$ cat config.mk
export PLATFORM = sky130hd
export DESIGN_NAME = seven_seg_display_ctrl
export DESIGN_NICKNAME = d
export VERILOG_FILES = /design/src/rtl/seven_seg_display_ctrl_pkg.sv /design/src/rtl/seven_seg_display_ctrl_tick_div.sv /design/src/rtl/seven_seg_display_ctrl.sv
export SDC_FILE = /design/constraint.sdc
export NUM_CORES = 1
export LEC_CHECK = 0
export CELL_PAD_IN_SITES_DETAIL_PLACEMENT = 0
export CELL_PAD_IN_SITES_GLOBAL_PLACEMENT = 1
export CORE_MARGIN = 3
export CORE_UTILIZATION = 39
export DETAILED_ROUTE_END_ITERATION = 16
export PLACE_DENSITY_LB_ADDON = 0.12
export SETUP_SLACK_MARGIN = 0.5
export SYNTH_ARGS = -nofsm -noshare
export SYNTH_HDL_FRONTEND = slang
export SYNTH_SLANG_ARGS = --single-unit
$ cat constraint.sdc
create_clock -name clk -period 2.47 [get_ports clk]
set_clock_uncertainty 0.15 [all_clocks]
set_input_delay 0.3705 -clock clk [delete_from_list [all_inputs] [get_ports clk]]
set_output_delay 0.3705 -clock clk [all_outputs]
set_load 0.005 [all_outputs]
$ cat src/rtl/seven_seg_display_ctrl_pkg.sv
// seven_seg_pkg: shared segment width, hex glyph table and polarity helper
//   hex_to_seg   : 4-bit nibble -> active-high glyph (bit0 = a .. bit6 = g)
//   seg_polarity : inverts a glyph for active-low boards
package seven_seg_pkg;
    localparam int SEG_W = 7;
    localparam logic [SEG_W-1:0] GLYPHS [16] = '{
        7'h3F, 7'h06, 7'h5B, 7'h4F, 7'h66, 7'h6D, 7'h7D, 7'h07,
        7'h7F, 7'h6F, 7'h77, 7'h7C, 7'h39, 7'h5E, 7'h79, 7'h71
    };
    function automatic logic [SEG_W-1:0] hex_to_seg(input logic [3:0] nib);
        return GLYPHS[nib];
    endfunction
    function automatic logic [SEG_W-1:0] seg_polarity(input logic [SEG_W-1:0] seg, input logic active_low);
        return active_low ? ~seg : seg;
    endfunction
endpackage

$ cat src/rtl/seven_seg_display_ctrl_tick_div.sv
// seg_tick_div: free-running 0..DIV-1 counter with a wrap pulse
//   clk, rst       : clock, synchronous active-high reset
//   tick_o         : high in the last cycle of each period (counter = DIV-1)
//   cnt_is_zero_o  : high in the first cycle of each period
module seg_tick_div #(
    parameter int DIV = 2
) (
    input  logic clk,
    input  logic rst,
    output logic tick_o,
    output logic cnt_is_zero_o
);
    localparam int W = DIV > 1 ? $clog2(DIV) : 1;
    if (DIV < 2) begin : g_bad_div
        $error("seg_tick_div: DIV must be >= 2");
    end
    logic [W-1:0] cnt_q, cnt_d;
    assign tick_o        = cnt_q == W'(DIV - 1);
    assign cnt_is_zero_o = cnt_q == '0;
    assign cnt_d         = tick_o ? '0 : cnt_q + 1'b1;
    always_ff @(posedge clk) cnt_q <= rst ? '0 : cnt_d;
endmodule

$ cat src/rtl/seven_seg_display_ctrl.sv
// seven_seg_display_ctrl: N-digit hex display with shadow regs, blink, LZB and optional scan
//   clk, rst        : clock, synchronous active-high reset
//   load_i          : captures value_i / digit_en_i / blink_mask_i / lzb_en_i
//   value_i         : nibble i drives digit i (digit 0 least significant)
//   digit_en_i      : per-digit enable
//   blink_mask_i    : per-digit blink enable
//   lzb_en_i        : leading-zero blanking enable
//   seg_out_o       : static segments, digit i at [7i+6:7i] (MUX_MODE=0)
//   scan_seg_o      : shared segment bus (MUX_MODE=1)
//   scan_an_o       : one-hot digit select (MUX_MODE=1)
module seven_seg_display_ctrl
    import seven_seg_pkg::*;
#(
    parameter int NUM_DIGITS = 6,
    parameter int BLINK_DIV  = 25_000_000,
    parameter int SCAN_DIV   = 50_000,
    parameter int MUX_MODE   = 0,
    parameter int ACTIVE_LOW = 1
) (
    input  logic                        clk,
    input  logic                        rst,
    input  logic                        load_i,
    input  logic [4*NUM_DIGITS-1:0]     value_i,
    input  logic [NUM_DIGITS-1:0]       digit_en_i,
    input  logic [NUM_DIGITS-1:0]       blink_mask_i,
    input  logic                        lzb_en_i,
    output logic [SEG_W*NUM_DIGITS-1:0] seg_out_o,
    output logic [SEG_W-1:0]            scan_seg_o,
    output logic [NUM_DIGITS-1:0]       scan_an_o
);
    localparam logic [SEG_W-1:0]      BLANK  = (ACTIVE_LOW != 0) ? 7'h7F : 7'h00;
    localparam logic [NUM_DIGITS-1:0] AN_OFF = {NUM_DIGITS{ACTIVE_LOW != 0}};
    localparam int IW = NUM_DIGITS > 1 ? $clog2(NUM_DIGITS) : 1;
    if (NUM_DIGITS < 1 || NUM_DIGITS > 8) begin : g_bad_nd
        $error("seven_seg_display_ctrl: NUM_DIGITS must be 1..8");
    end
    if (BLINK_DIV < 2 || SCAN_DIV < 2) begin : g_bad_div
        $error("seven_seg_display_ctrl: BLINK_DIV and SCAN_DIV must be >= 2");
    end
    if (MUX_MODE < 0 || MUX_MODE > 1 || ACTIVE_LOW < 0 || ACTIVE_LOW > 1) begin : g_bad_mode
        $error("seven_seg_display_ctrl: MUX_MODE and ACTIVE_LOW must be 0 or 1");
    end
    logic [4*NUM_DIGITS-1:0]     val_q;
    logic [NUM_DIGITS-1:0]       en_q, bm_q;
    logic                        lzb_q, phase_q;
    logic [IW-1:0]               idx_q, idx_d;
    logic                        blink_tick, scan_tick, scan_zero, unused_blink_zero;
    logic                        hi_nz;
    logic [SEG_W-1:0]            glyph [NUM_DIGITS];
    logic [SEG_W*NUM_DIGITS-1:0] seg_q, seg_d;
    logic [SEG_W-1:0]            scan_seg_q, scan_seg_d;
    logic [NUM_DIGITS-1:0]       scan_an_q, scan_an_d;
    seg_tick_div #(.DIV(BLINK_DIV)) u_blink (
        .clk(clk), .rst(rst), .tick_o(blink_tick), .cnt_is_zero_o(unused_blink_zero)
    );
    seg_tick_div #(.DIV(SCAN_DIV)) u_scan (
        .clk(clk), .rst(rst), .tick_o(scan_tick), .cnt_is_zero_o(scan_zero)
    );
    always_ff @(posedge clk) begin
        if (rst) begin
            val_q   <= '0;
            en_q    <= '0;
            bm_q    <= '0;
            lzb_q   <= 1'b0;
            phase_q <= 1'b0;
            idx_q   <= '0;
        end else begin
            if (load_i) begin
                val_q <= value_i;
                en_q  <= digit_en_i;
                bm_q  <= blink_mask_i;
                lzb_q <= lzb_en_i;
            end
            phase_q <= phase_q ^ blink_tick;
            idx_q   <= idx_d;
        end
    end
    assign idx_d = !scan_tick ? idx_q : (idx_q == IW'(NUM_DIGITS - 1)) ? '0 : idx_q + 1'b1;
    // Walk from the top digit down so hi_nz means "some nibble at or above i is non-zero".
    always_comb begin
        hi_nz = 1'b0;
        seg_d = '0;
        for (int i = NUM_DIGITS - 1; i >= 0; i--) begin
            hi_nz    = hi_nz | (|val_q[4*i +: 4]);
            glyph[i] = (!en_q[i] || (bm_q[i] && phase_q) || (lzb_q && i > 0 && !hi_nz))
                     ? BLANK : seg_polarity(hex_to_seg(val_q[4*i +: 4]), ACTIVE_LOW != 0);
            seg_d[SEG_W*i +: SEG_W] = (MUX_MODE != 0) ? BLANK : glyph[i];
        end
    end
    // The first cycle of every slot is dark so the previous digit cannot ghost.
    assign scan_seg_d = (MUX_MODE == 0 || scan_zero) ? BLANK : glyph[idx_q];
    assign scan_an_d  = (MUX_MODE == 0 || scan_zero) ? AN_OFF : AN_OFF ^ (NUM_DIGITS'(1) << idx_q);
    always_ff @(posedge clk) begin
        if (rst) begin
            seg_q      <= {NUM_DIGITS{BLANK}};
            scan_seg_q <= BLANK;
            scan_an_q  <= AN_OFF;
        end else begin
            seg_q      <= seg_d;
            scan_seg_q <= scan_seg_d;
            scan_an_q  <= scan_an_d;
        end
    end
    assign seg_out_o  = seg_q;
    assign scan_seg_o = scan_seg_q;
    assign scan_an_o  = scan_an_q;
endmodule

Yosys cells after proc, flatten, opt, wreduce, memory -nomap -nowiden
Memory sizes are Yosys's and may differ from the RTL's.
Index checks and enable logic that the tools add are counted.
Widths: inputs -> output; s select.
{"block": "word_totals", "memories": 6, "regBits": 105, "elab_cells": 100, "output_inout_bits": 55, "romBits": 672}
{"memory": "(no name shown)", "depth": 16, "width": 7, "rd": 1, "rd_clocked_by_memory_dff": 0, "wr": 0, "line_no": "seven_seg_display_ctrl_pkg.sv:11", "rtl": "return GLYPHS[nib];"}
{"memory": "(no name shown)", "depth": 16, "width": 7, "rd": 1, "rd_clocked_by_memory_dff": 0, "wr": 0, "line_no": "seven_seg_display_ctrl_pkg.sv:11"}
{"memory": "(no name shown)", "depth": 16, "width": 7, "rd": 1, "rd_clocked_by_memory_dff": 0, "wr": 0, "line_no": "seven_seg_display_ctrl_pkg.sv:11"}
{"memory": "(no name shown)", "depth": 16, "width": 7, "rd": 1, "rd_clocked_by_memory_dff": 0, "wr": 0, "line_no": "seven_seg_display_ctrl_pkg.sv:11"}
{"memory": "(no name shown)", "depth": 16, "width": 7, "rd": 1, "rd_clocked_by_memory_dff": 0, "wr": 0, "line_no": "seven_seg_display_ctrl_pkg.sv:11"}
{"memory": "(no name shown)", "depth": 16, "width": 7, "rd": 1, "rd_clocked_by_memory_dff": 0, "wr": 0, "line_no": "seven_seg_display_ctrl_pkg.sv:11"}
{"block": "op_classes", "addsub": 1, "n_reduce_logical": 45, "mux": 12, "bitwise": 17, "n_eq_ne": 1, "magnitude_cmp": 6}
{"cell": "$mux 7", "n": 12}
{"cell": "$not 7->7", "n": 6}
{"cell": "$ge 5x5->1 const B", "n": 6}
{"cell": "$not 4->5", "n": 6}
{"cell": "$add 25x1->25 const B", "n": 1}
{"cell": "$eq 25x25->1 const B", "n": 1}
{"cell": "$reduce_or 4->1", "n": 5}
{"cell": "$reduce_or 2->1", "n": 7}
{"cell": "$logic_and 1x1->1", "n": 11}
{"cell": "$logic_not 1->1", "n": 11}
{"cell": "$logic_or 1x1->1", "n": 11}
{"cell": "$or 1x1->1", "n": 4}
{"cell": "$xor 1x1->1", "n": 1}

Depth between registers and ports, before layout
{"block": "logic_depth", "depth_word": 9, "mapped_depth": 6, "ltp_nobuf": 6}

Hierarchy
Synthesis repeated with hierarchy kept, for this count alone.
{"block": "hier_totals", "hier_cells": 553, "area_unflattened_um2": 5193.7}
{"module": "seven_seg_display_ctrl", "area_per_inst_um2": 3938.8, "cells_each": 409, "seq_area_each_um2": 1601.5, "n_inst": 1}
{"module": "seg_tick_div", "area_per_inst_um2": 1255.0, "cells_each": 144, "seq_area_each_um2": 500.5, "n_inst": 1}

Least setup slack after synthesis
Ideal clock, no wire load.
{"block": "synth_path", "kind": "register to register", "start": "reg u_blink.cnt_q[9]", "end": "reg u_blink.cnt_q[20]", "arrival_ns": 1.874, "path_stages_with_launch": 7, "required_ns": 2.190, "setup_slack_ns": 0.316, "setup_ns": 0.130, "n_path_buf": 2, "path_cell_list": "dfxtp_1 buf_6 or4_1 or4_4 o21bai_2 buf_4 a21oi_1"}
{"block": "synth_between", "elab_chain_len": 2}
{"element": "from (decl)", "line_no": "seven_seg_display_ctrl_tick_div.sv:17", "rtl": "logic [W-1:0] cnt_q, cnt_d;"}
{"element": "from (signal assigned)", "line_no": "seven_seg_display_ctrl_tick_div.sv:21", "rtl": "always_ff @(posedge clk) cnt_q <= rst ? '0 : cnt_d;"}
{"element": "parallel branches: the longest is 2 deep, another holds $add 25x1->25"}
Parallel ways; which one is timed is not known.
A chain may end at the register's enable or synchronous reset.

Final worst setup path
{"block": "layout_path", "start": "reg u_blink.cnt_q[10]", "end": "reg phase_q"}
{"block": "layout_between", "elab_chain_len": 2}
{"element": "$eq 25x25->1", "line_no": "seven_seg_display_ctrl_tick_div.sv:18", "rtl": "assign tick_o = cnt_q == W'(DIV - 1);"}
{"element": "$xor 1x1->1", "line_no": "seven_seg_display_ctrl.sv:74", "rtl": "phase_q <= phase_q ^ blink_tick;"}
{"element": "to (signal assigned)", "line_no": "seven_seg_display_ctrl.sv:74"}
{"element": "to (decl)", "line_no": "seven_seg_display_ctrl.sv:45", "rtl": "logic lzb_q, phase_q;"}
Every way passes these cells.

==> metrics.cfg <==
[sta]
worst_slack_ns=0.496
setup_violations=0
period_needed_ns=1.97
finalHoldViolCount=0
rsz0062_at_grt=true
period_share_pct=79.9
max-slew-margin-rel_pct=54.9
tightest_slew_ns=0.677
max_freq_mhz=507
tns_ns=0
whs_ns=0.313
slew_viol_final=0

[layout]
fin_util_pct=52.4
nNetsFinal=704
layout_commonest_cell=dfxtp_1
final_cell_mix=dfxtp_1, clkdlybuf4s50_1, nor2_1
synthToLayoutAreaGrowth_pct=28.7
layout-drive-gt1-share_pct=10.7
design_area_mm2=0.00646
diodes=0

[power_and_ir_drop]
p_leak_nw=2.44
p_per_area_mw_per_mm2=546
peakVddDrop_mv=0.483

[critical_path]
cp-start-kind=flip-flop
rr_endpoint=phase_q
cp.required_ns=2.60
path_max_fanout=3
reg2reg_slack_ns=0.50
arrival_ns=2.11
end_kind=flip-flop
critical_path_class=reg2reg
r2r_start=u_blink.cnt_q[10]
ff2ff_path_depth=4

[global_routing]
grt_overflow_total=0
grt.total_usage_pct=16.1
grt_max_degree=38
first_global_vias=3916
grt_pass1_wl_mm=18.7
antenna_found_initial=0

[drt]
routed_wl_mm=11.2
vias_per_cell=5.03
vias=4048
wire_per_inst_um=13.9
drc=0
first_pass_iters=4
drt-initial-drc-count=255
final_antenna_net_count=0

[clock_tree]
numCtsBuffers=9
cts-root-buf=clkbuf_16
cts.clk_slew.worst_paths_ns=0.06
cts_tree=built
htree_levels=3
clk_latency_ns=0.35
clockBufferDepth=2
cts.sinks=105

[synthesis]
synth_top_cell_by_area=dfxtp_1
synthArstFlopShare_pct=0
ys_top_cells_by_area=dfxtp_1, ha_1, mux2i_1
netlist_area_mm2=0.00502
synth_cells=546
synthFlopType=dfxtp_1
synth_top_area_share_pct=41.9
seq_area_frac_synth_pct=41.9
syn_avg_cell_area_um2=9.19
ys_warn_count=0
synth_edf_count=0
yosysUniqueCellTypes=49
synth-seq-cells=105

[outcome]
status=finished, final reports clean

[floorplan]
pin_count=95
die_x_um=119
die_h_um=119
fp-row-count=40
start_util_pct=40.8
die_area_mm2=0.0143
core-area_mm2=0.0123

[placement]
dpl.hpwl_mm=8.12
placed_cell_area_mm2=0.00602
portBuffers=81
gp_congestion=0.847
pre_cts_slack_ns=0.186

[min_path]
hold_path.class=reg2reg
min_to=u_blink.cnt_q[0]
hold_depth=1
worstHoldStart=u_blink.cnt_q[0]

[flow_run]
drv_cap=0

==> where the power goes <==
part / switching, mW / internal, mW / leakage, nW
clock network: 0.578 / 0.672 / 0.120
registers: 0.0581 / 1.76 / 0.865
logic: 0.214 / 0.243 / 1.45
==> Yosys cell counts, types with 2 or more instances <==
master / instances
a211oi_1: 6
a21oi_1: 15
a32oi_1: 4
and2_1: 6
and3_1: 3
and4_1: 3
buf_4: 15
clkbuf_1: 22
dfxtp_1: 105
ha_1: 31
inv_1: 27
mux2_2: 3
mux2i_1: 38
nand2_1: 26
nand2b_1: 14
nand3_1: 22
nand3b_1: 10
nand4_1: 7
nand4b_1: 2
nor2_1: 69
nor2b_1: 8
nor3_1: 2
nor3b_1: 3
nor4_1: 5
o211ai_1: 25
o21a_1: 2
o21ai_0: 14
o311ai_0: 17
o31ai_1: 2
o41ai_1: 2
or3_1: 6
or4_1: 3
xnor2_1: 9
xor2_1: 5
==> how the worst max path moves through the flow <==
stage | start | endpoint | cells past startpoint
final | u_blink.cnt_q[10] | phase_q | 4
after global routing | u_blink.cnt_q[11] | u_blink.cnt_q[23] | 4
after CTS | u_blink.cnt_q[11] | u_blink.cnt_q[23] | 4
after detailed placement | val_q[21] | seg_out_o[12] | 6
after global placement | val_q[17] | seg_out_o[7] | 6
after floorplan | val_q[20] | seg_out_o[12] | 6
==> worst max-delay path: stages, from the launching register on <==
cell and delay (ns):
dfxtp_4 0.34, or4_1 0.52, or4_4 0.46, or3_4 0.34
a21oi_2 0.11
==> registers in the layout, indices dropped and copies added, names as in the netlist <==
name and cells:
seg_out_o 42, u_blink.cnt_q 25, val_q 24, bm_q 6
en_q 6, lzb_q 1, phase_q 1
==> through the flow <==
stage	total power [mW]	instances
2_1_floorplan	2.11	558
3_3_place_gp	2.29	784
3_5_place_dp	2.29	784
4_1_cts	3.58	801
5_1_grt	3.69	804
6_report	3.52	804
==> timing repair <==
| action | 4_1_cts | 5_1_grt |
|---|---|---|
| resized for setup | 19 | 19 |
| endpoints found under the setup margin | 51 | 45 |
| hold buffers | 0 | 0 |
| setup buffers | 3 | 3 |
| pin swaps | 5 | 6 |
==> logic make-up (layout without fill, tap and decap cells) <==
kind of cell	Yosys count	after routing	share of synthesized area, %
AOI/OAI and AO/OA	95	95	13.7
xor gates and xnor gates	14	14	2.44
adders and majority gates	31	31	7.73
buffers and inverters	66	144	6.21
DFF	105	105	41.9
muxes	41	41	8.25
other	1	13	0.0747
and+or+nand+nor	193	193	19.7
==> metal layers <==
metal / share of wire (%) / routed length, um / up-vias / GRT usage (%)
met1: 47 / 5200 / 1879 / 20.1
met3: 4.3 / 484 / 7 / 4.70
li1: - / - / 2082 / -
met2: 48 / 5330 / 80 / 26.8
met4: 1.2 / 136 / 0 / 4.72
met5: 0 / 0 / - / 0
==> cell type report <==
| class | count | area [um^2] |
|---|---|---|
| Fill cell | 1175 | 5860 |
| Inverter | 27 | 101 |
| Clock buffer | 13 | 240 |
| Tap cell | 168 | 210 |
| Sequential cell | 105 | 2130 |
| Clock inverter | 1 | 5.00 |
| Timing Repair Buffer | 103 | 991 |
| Multi-Input combinational cell | 387 | 2780 |
Note: power is estimated with default switching activity, not from simulation.
